<file path="src/rtl/branch_resolve_queue.sv">
// branch_resolve_queue
// Resolution end of the branch predictor interface. Every fetched instruction
// leaves its prediction (pc, 2-bit counter state, predicted next pc) in an
// in-order circular queue. When execute resolves the oldest instruction, the
// predicted next pc is compared with the real one. The result drives the local
// branch table update port, and on a mispredict it flushes and redirects fetch.
//
// Optional feature: define BRQ_STATS_EN to add saturating branch/mispredict
// counters (stat_branches, stat_mispredicts). With the macro undefined the
// ports and the counters do not exist.
//
// Ports:
//   clk, rst              clock, synchronous active-high reset
//   fetch_valid/ready     push handshake (ready = queue not full)
//   fetch_pc              pc of the fetched instruction
//   fetch_prediction      2-bit table state read at fetch (snt/wnt/wt/st)
//   fetch_pc_prediction   next pc that fetch actually used
//   resolve_valid/ready   pop handshake for the oldest entry (ready = not empty)
//   resolve_is_br         resolved instruction is a conditional branch/jump
//   resolve_taken         actual direction
//   resolve_target        computed branch target
//   update                one-cycle table write strobe
//   correct               direction prediction was right
//   pc_update             pc of the resolved branch
//   previous_prediction   table state captured at fetch
//   calculated_target     resolve_target of the resolved branch
//   flush                 one-cycle mispredict pulse
//   redirect_pc           correct next pc, valid while flush=1
//   stat_branches         (BRQ_STATS_EN) count of update pulses
//   stat_mispredicts      (BRQ_STATS_EN) count of flush pulses
module branch_resolve_queue #(
    parameter int DEPTH = 8
) (
    input  logic        clk,
    input  logic        rst,
    input  logic        fetch_valid,
    output logic        fetch_ready,
    input  logic [31:0] fetch_pc,
    input  logic [1:0]  fetch_prediction,
    input  logic [31:0] fetch_pc_prediction,
    input  logic        resolve_valid,
    output logic        resolve_ready,
    input  logic        resolve_is_br,
    input  logic        resolve_taken,
    input  logic [31:0] resolve_target,
    output logic        update,
    output logic        correct,
    output logic [31:0] pc_update,
    output logic [1:0]  previous_prediction,
    output logic [31:0] calculated_target,
    output logic        flush,
    output logic [31:0] redirect_pc
`ifdef BRQ_STATS_EN
    ,
    output logic [31:0] stat_branches,
    output logic [31:0] stat_mispredicts
`endif
);

    localparam int PW = $clog2(DEPTH);
    localparam int CW = $clog2(DEPTH + 1);
    localparam logic [CW-1:0] FULL_COUNT = CW'(DEPTH);

    localparam logic [1:0] SNT = 2'b00;

    logic [31:0]   pc_mem   [DEPTH];
    logic [1:0]    pred_mem [DEPTH];
    logic [31:0]   pcp_mem  [DEPTH];

    logic [PW-1:0] head;
    logic [PW-1:0] tail;
    logic [CW-1:0] count;

    logic [31:0]   head_pc;
    logic [1:0]    head_pred;
    logic [31:0]   head_pcp;
    logic [31:0]   actual_next;
    logic          pred_taken;
    logic          dir_ok;
    logic          mispredict;
    logic          do_push;
    logic          do_pop;
    logic          flush_now;

    assign fetch_ready   = (count != FULL_COUNT);
    assign resolve_ready = (count != '0);

    assign head_pc   = pc_mem[head];
    assign head_pred = pred_mem[head];
    assign head_pcp  = pcp_mem[head];

    // The upper bit of the 2-bit counter is the predicted direction (wt/st).
    assign actual_next = resolve_taken ? resolve_target : head_pc + 32'd4;
    assign pred_taken  = head_pred[1];
    assign dir_ok      = (pred_taken == resolve_taken);
    assign mispredict  = (actual_next != head_pcp);

    // A pop is ignored during the flush pulse; the ready flags come from the
    // registered count, so a full queue refuses a push even if it pops.
    assign do_push   = fetch_valid && fetch_ready;
    assign do_pop    = resolve_valid && resolve_ready && !flush;
    assign flush_now = do_pop && mispredict;

    // Entry storage needs no reset: only slots between head and tail are read.
    always_ff @(posedge clk) begin
        if (do_push) begin
            pc_mem[tail]   <= fetch_pc;
            pred_mem[tail] <= fetch_prediction;
            pcp_mem[tail]  <= fetch_pc_prediction;
        end
    end

    // Pointers and occupancy. A mispredict empties the queue because every
    // younger entry was fetched down the wrong path, including a same-cycle push.
    always_ff @(posedge clk) begin
        if (rst) begin
            head  <= '0;
            tail  <= '0;
            count <= '0;
        end else if (flush_now) begin
            head  <= '0;
            tail  <= '0;
            count <= '0;
        end else begin
            if (do_push) tail <= tail + PW'(1);
            if (do_pop)  head <= head + PW'(1);
            case ({do_push, do_pop})
                2'b10:   count <= count + CW'(1);
                2'b01:   count <= count - CW'(1);
                default: count <= count;
            endcase
        end
    end

    // Table update port and fetch redirect. Data outputs only move when they
    // carry new information, so they hold their previous value otherwise.
    always_ff @(posedge clk) begin
        if (rst) begin
            update              <= 1'b0;
            correct             <= 1'b0;
            pc_update           <= '0;
            previous_prediction <= SNT;
            calculated_target   <= '0;
            flush               <= 1'b0;
            redirect_pc         <= '0;
        end else begin
            update <= do_pop && resolve_is_br;
            flush  <= flush_now;
            if (do_pop && resolve_is_br) begin
                correct             <= dir_ok;
                pc_update           <= head_pc;
                previous_prediction <= head_pred;
                calculated_target   <= resolve_target;
            end
            if (flush_now) redirect_pc <= actual_next;
        end
    end

`ifdef BRQ_STATS_EN
    // Counters advance on the same edge that raises update/flush, so they are
    // current whenever the pulse is visible. They saturate instead of wrapping.
    always_ff @(posedge clk) begin
        if (rst) begin
            stat_branches    <= '0;
            stat_mispredicts <= '0;
        end else begin
            if (do_pop && resolve_is_br && stat_branches != 32'hFFFF_FFFF)
                stat_branches <= stat_branches + 32'd1;
            if (flush_now && stat_mispredicts != 32'hFFFF_FFFF)
                stat_mispredicts <= stat_mispredicts + 32'd1;
        end
    end
`endif

endmodule

</file>
<file path="config.mk">
export PLATFORM = sky130hd
export DESIGN_NAME = branch_resolve_queue
export DESIGN_NICKNAME = d
export VERILOG_FILES = /design/src/rtl/branch_resolve_queue.sv
export SDC_FILE = /design/constraint.sdc
export NUM_CORES = 1
export LEC_CHECK = 0
export CAP_MARGIN = 20
export CORE_MARGIN = 1
export CORE_UTILIZATION = 35
export DETAILED_ROUTE_END_ITERATION = 12
export SLEW_MARGIN = 5
export SYNTH_ARGS = -nofsm -noshare
export SYNTH_HDL_FRONTEND = slang
export SYNTH_SLANG_ARGS = --single-unit
</file>
<file path="constraint.sdc">
create_clock -name clk -period 17.3 [get_ports clk]
set_input_delay 5.19 -clock clk [delete_from_list [all_inputs] [get_ports clk]]
set_output_delay 5.19 -clock clk [all_outputs]
set_load 0.02 [all_outputs]
</file>
==> results.json <==
{
  "drive_above_1_share": 0.1735,
  "clock.fmax_mhz": 113.3,
  "design_area_mm2": 0.03189,
  "regToRegSetupSlack_ps": 10710,
  "cts_setup_buffers": 0,
  "antenna_found_initial": 9,
  "cts_tree": "built",
  "grt_util_met2": 0.3096,
  "irDropWorstVdd_v": 0.00005764,
  "io_buffers": 206,
  "period_minus_slack_ps": 8829,
  "post-route-util": 0.4269,
  "finalClockSkew_ps": 20.94,
  "max_slew_margin": 0.2308,
  "status": "finished clean",
  "max_cap_violations": 0,
  "yosysUniqueCellTypes": 81,
  "hpwlAfterDp_mm": 46.58,
  "gp_routability_congestion": 0.9668,
  "drcViolationCount": 0,
  "cp_slowest_stage_delay_ps": 630,
  "nets": 1952,
  "syn_area_per_cell_um2": 16.37,
  "async_reset_ff_frac": 0,
  "crit_family": "simple AND/OR/NAND/NOR gates",
  "cp_common_cell": "buf_4",
  "grtUsageTotal": 0.1892,
  "vias_per_cell": 5.413,
  "report.final.slew_viol_count": 0,
  "leakage_nw": 9.933,
  "yosys_warnings": 0,
  "endpoint_kind": "flip-flop",
  "rsz0062_at_grt": "no",
  "setup_tns_ps": 0,
  "slowest_stage": "buf_4",
  "netlist_area_mm2": 0.02649,
  "ys_ff_latch": 642,
  "worstMarginPinSlew_ps": 1122,
  "fin_crit_sh": 0.5104,
  "dr.pass1.iters": 5,
  "cp_cell_sequence": "buf_2, buf_4, clkinv_1, buf_4, nand4_1, or4_1, o311ai_0, or4_1, nor4_1, and4_1, nand4_1, buf_4, or3_1, a21oi_1",
  "ys_seq_area_frac": 0.6846,
  "post_drt_wl_per_cell_um": 25.38,
  "clkTransAtPathRegs_ps": 60,
  "num_rows": 100,
  "drtIter0Drc": 1246,
  "cts_resized": 0,
  "die_y_um": 277.1,
  "syn_inst": 1618,
  "clock-sinks": 642,
  "met1_usage": 0.2521,
  "crit_required_ps": 17820,
  "cts_max_level": 3,
  "dieArea_mm2": 0.07680,
  "grt-ovfl-total": 0,
  "start_util": 0.3547,
  "core_mm2": 0.07470,
  "worst-path-buf-inv": 5,
  "finalSetupViolCount": 0,
  "cp-start-kind": "input port",
  "grt_pass1_wl_mm": 106.7,
  "crit_type": "input port to flip-flop",
  "drt_wl_total_mm": 72.74,
  "clockBufferDepth": 3,
  "hold_path_class": "flip-flop to flip-flop",
  "hold_viol": 0,
  "vias": 15520,
  "synth.net_count": 1729,
  "synth_edf_count": 528,
  "die-width_um": 277.1,
  "cts_hold_buf": 0,
  "cp.arrival_ps": 9350,
  "met3_usage": 0.03459,
  "grt_max_degree": 99,
  "grt_most_used_layer": "met2",
  "clock_latency_ps": 610,
  "crit_fanout": 83,
  "synth_ff_type": "edfxtp_1",
  "cts_made_buffers": 69,
  "p_per_area_mw_per_mm2": 129.0,
  "syn2layout_area_growth_pct": 20.36,
  "ant_nets": 0,
  "place_area_mm2": 0.02960,
  "grt_pass1_vias": 15790,
  "ios": 207,
  "root_buffer": "clkbuf_16",
  "layout_common_cells": "edfxtp_1, clkdlybuf4s50_1, mux4_2",
  "final_common_cell": "edfxtp_1"
}
==> flip-flops by register name (all words and copies together), names as in the netlist, named ones only <==
signal	count
pc_mem	256
pcp_mem	256
calculated_target	32
pc_update	32
redirect_pc	32
pred_mem	16
count	4
head	3
tail	3
previous_prediction	2
correct	1
flush	1
update	1
==> path summary, 6_finish.rpt <==
path / start / end / cells past startpoint
setup / recovery: resolve_taken / head[0]$_SDFFE_PP0P_ / 14
hold / removal: calculated_target[0]$_SDFFE_PP0P_ / calculated_target[0]$_SDFFE_PP0P_ / 2
setup reg to reg: flip-flop / head[0]$_SDFFE_PP0P_ / 14
hold reg to reg: calculated_target[0]$_SDFFE_PP0P_ / calculated_target[0]$_SDFFE_PP0P_ / 2
==> synthesized netlist by cell type, types with 17 or more instances <==
library cell | instances | share of area
a21oi_1 | 81 | 0.015
xnor2_1 | 37 | 0.012
nand3_1 | 17 | 0.0032
nor2_1 | 68 | 0.0096
buf_2 | 19 | 0.0036
nand2_1 | 115 | 0.016
a211oi_1 | 52 | 0.015
dfxtp_1 | 114 | 0.086
edfxtp_1 | 528 | 0.60
nor4_1 | 17 | 0.0040
mux4_2 | 123 | 0.10
mux2i_1 | 77 | 0.029
nor3_1 | 32 | 0.0060
clkbuf_1 | 48 | 0.0068
xor2_1 | 17 | 0.0056
o21ai_0 | 25 | 0.0047
==> power breakdown <==
group | total (W) | switching [W] | leakage (nW) | internal (W)
logic | 0.000770 | 0.000473 | 3.10 | 0.000297
clock network | 0.00146 | 0.000591 | 1.11 | 0.000864
registers | 0.00189 | 0.0000668 | 5.73 | 0.00182
==> cells by family (layout without fill, tap and decap cells) <==
family                     Yosys count  count (layout)  synth area share
xor gates and xnor gates            55              55           0.01870
DFF                                642             642            0.6846
muxes                              219             219            0.1427
adders and majority gates            7               7          0.003589
and+or+nand+nor                    343             343           0.06617
AOI/OAI and AO/OA                  238             238           0.06017
buffers and inverters              114             392           0.02404
other                                0               1                 0
==> layer usage <==
metal	vias to the layer above	share of wire	wire, um
li1	6895	-	-
met1	7996	0.43	31080
met2	489	0.49	35310
met3	121	0.057	4167
met4	14	0.029	2097
met5	-	0.0012	89
==> worst reg2reg max path, cell delays in order, from the launching register on <==
cell	delay, ps
dfxtp_4	760
mux4_2	610
mux2i_1	880
inv_1	380
ha_1	440
and3_1	280
nand3_1	400
o311ai_0	230
or4_1	530
nor4_1	290
and4_1	270
nand4_1	500
buf_4	430
or3_1	360
a21oi_1	160
==> metrics by stage <==
step / setup slack [ps] / cells / power, W / hold WS (ps)
after floorplan: 5030 / 1618 / 0.002342 / 449.6
after global placement: 7996 / 2738 / 0.002670 / 441.8
after detailed placement: 7933 / 2738 / 0.002688 / 451.3
after CTS: 8548 / 2864 / 0.004146 / 459.8
after global routing: 8138 / 2866 / 0.004265 / 467.1
final: 8471 / 2866 / 0.004112 / 454.6
==> layout make-up <==
class                   count  area [um2]
repair buffers            254        2447
flip-flops and latches    642       18150
diodes                      1       2.502
clock buffers              96        1983
multi-input cells         862        7770
fillers                  6578       42810
inverters                  12       45.04
well taps                 969        1212
clock inverters            30       276.5
Note: power is estimated with default switching activity, not from simulation.
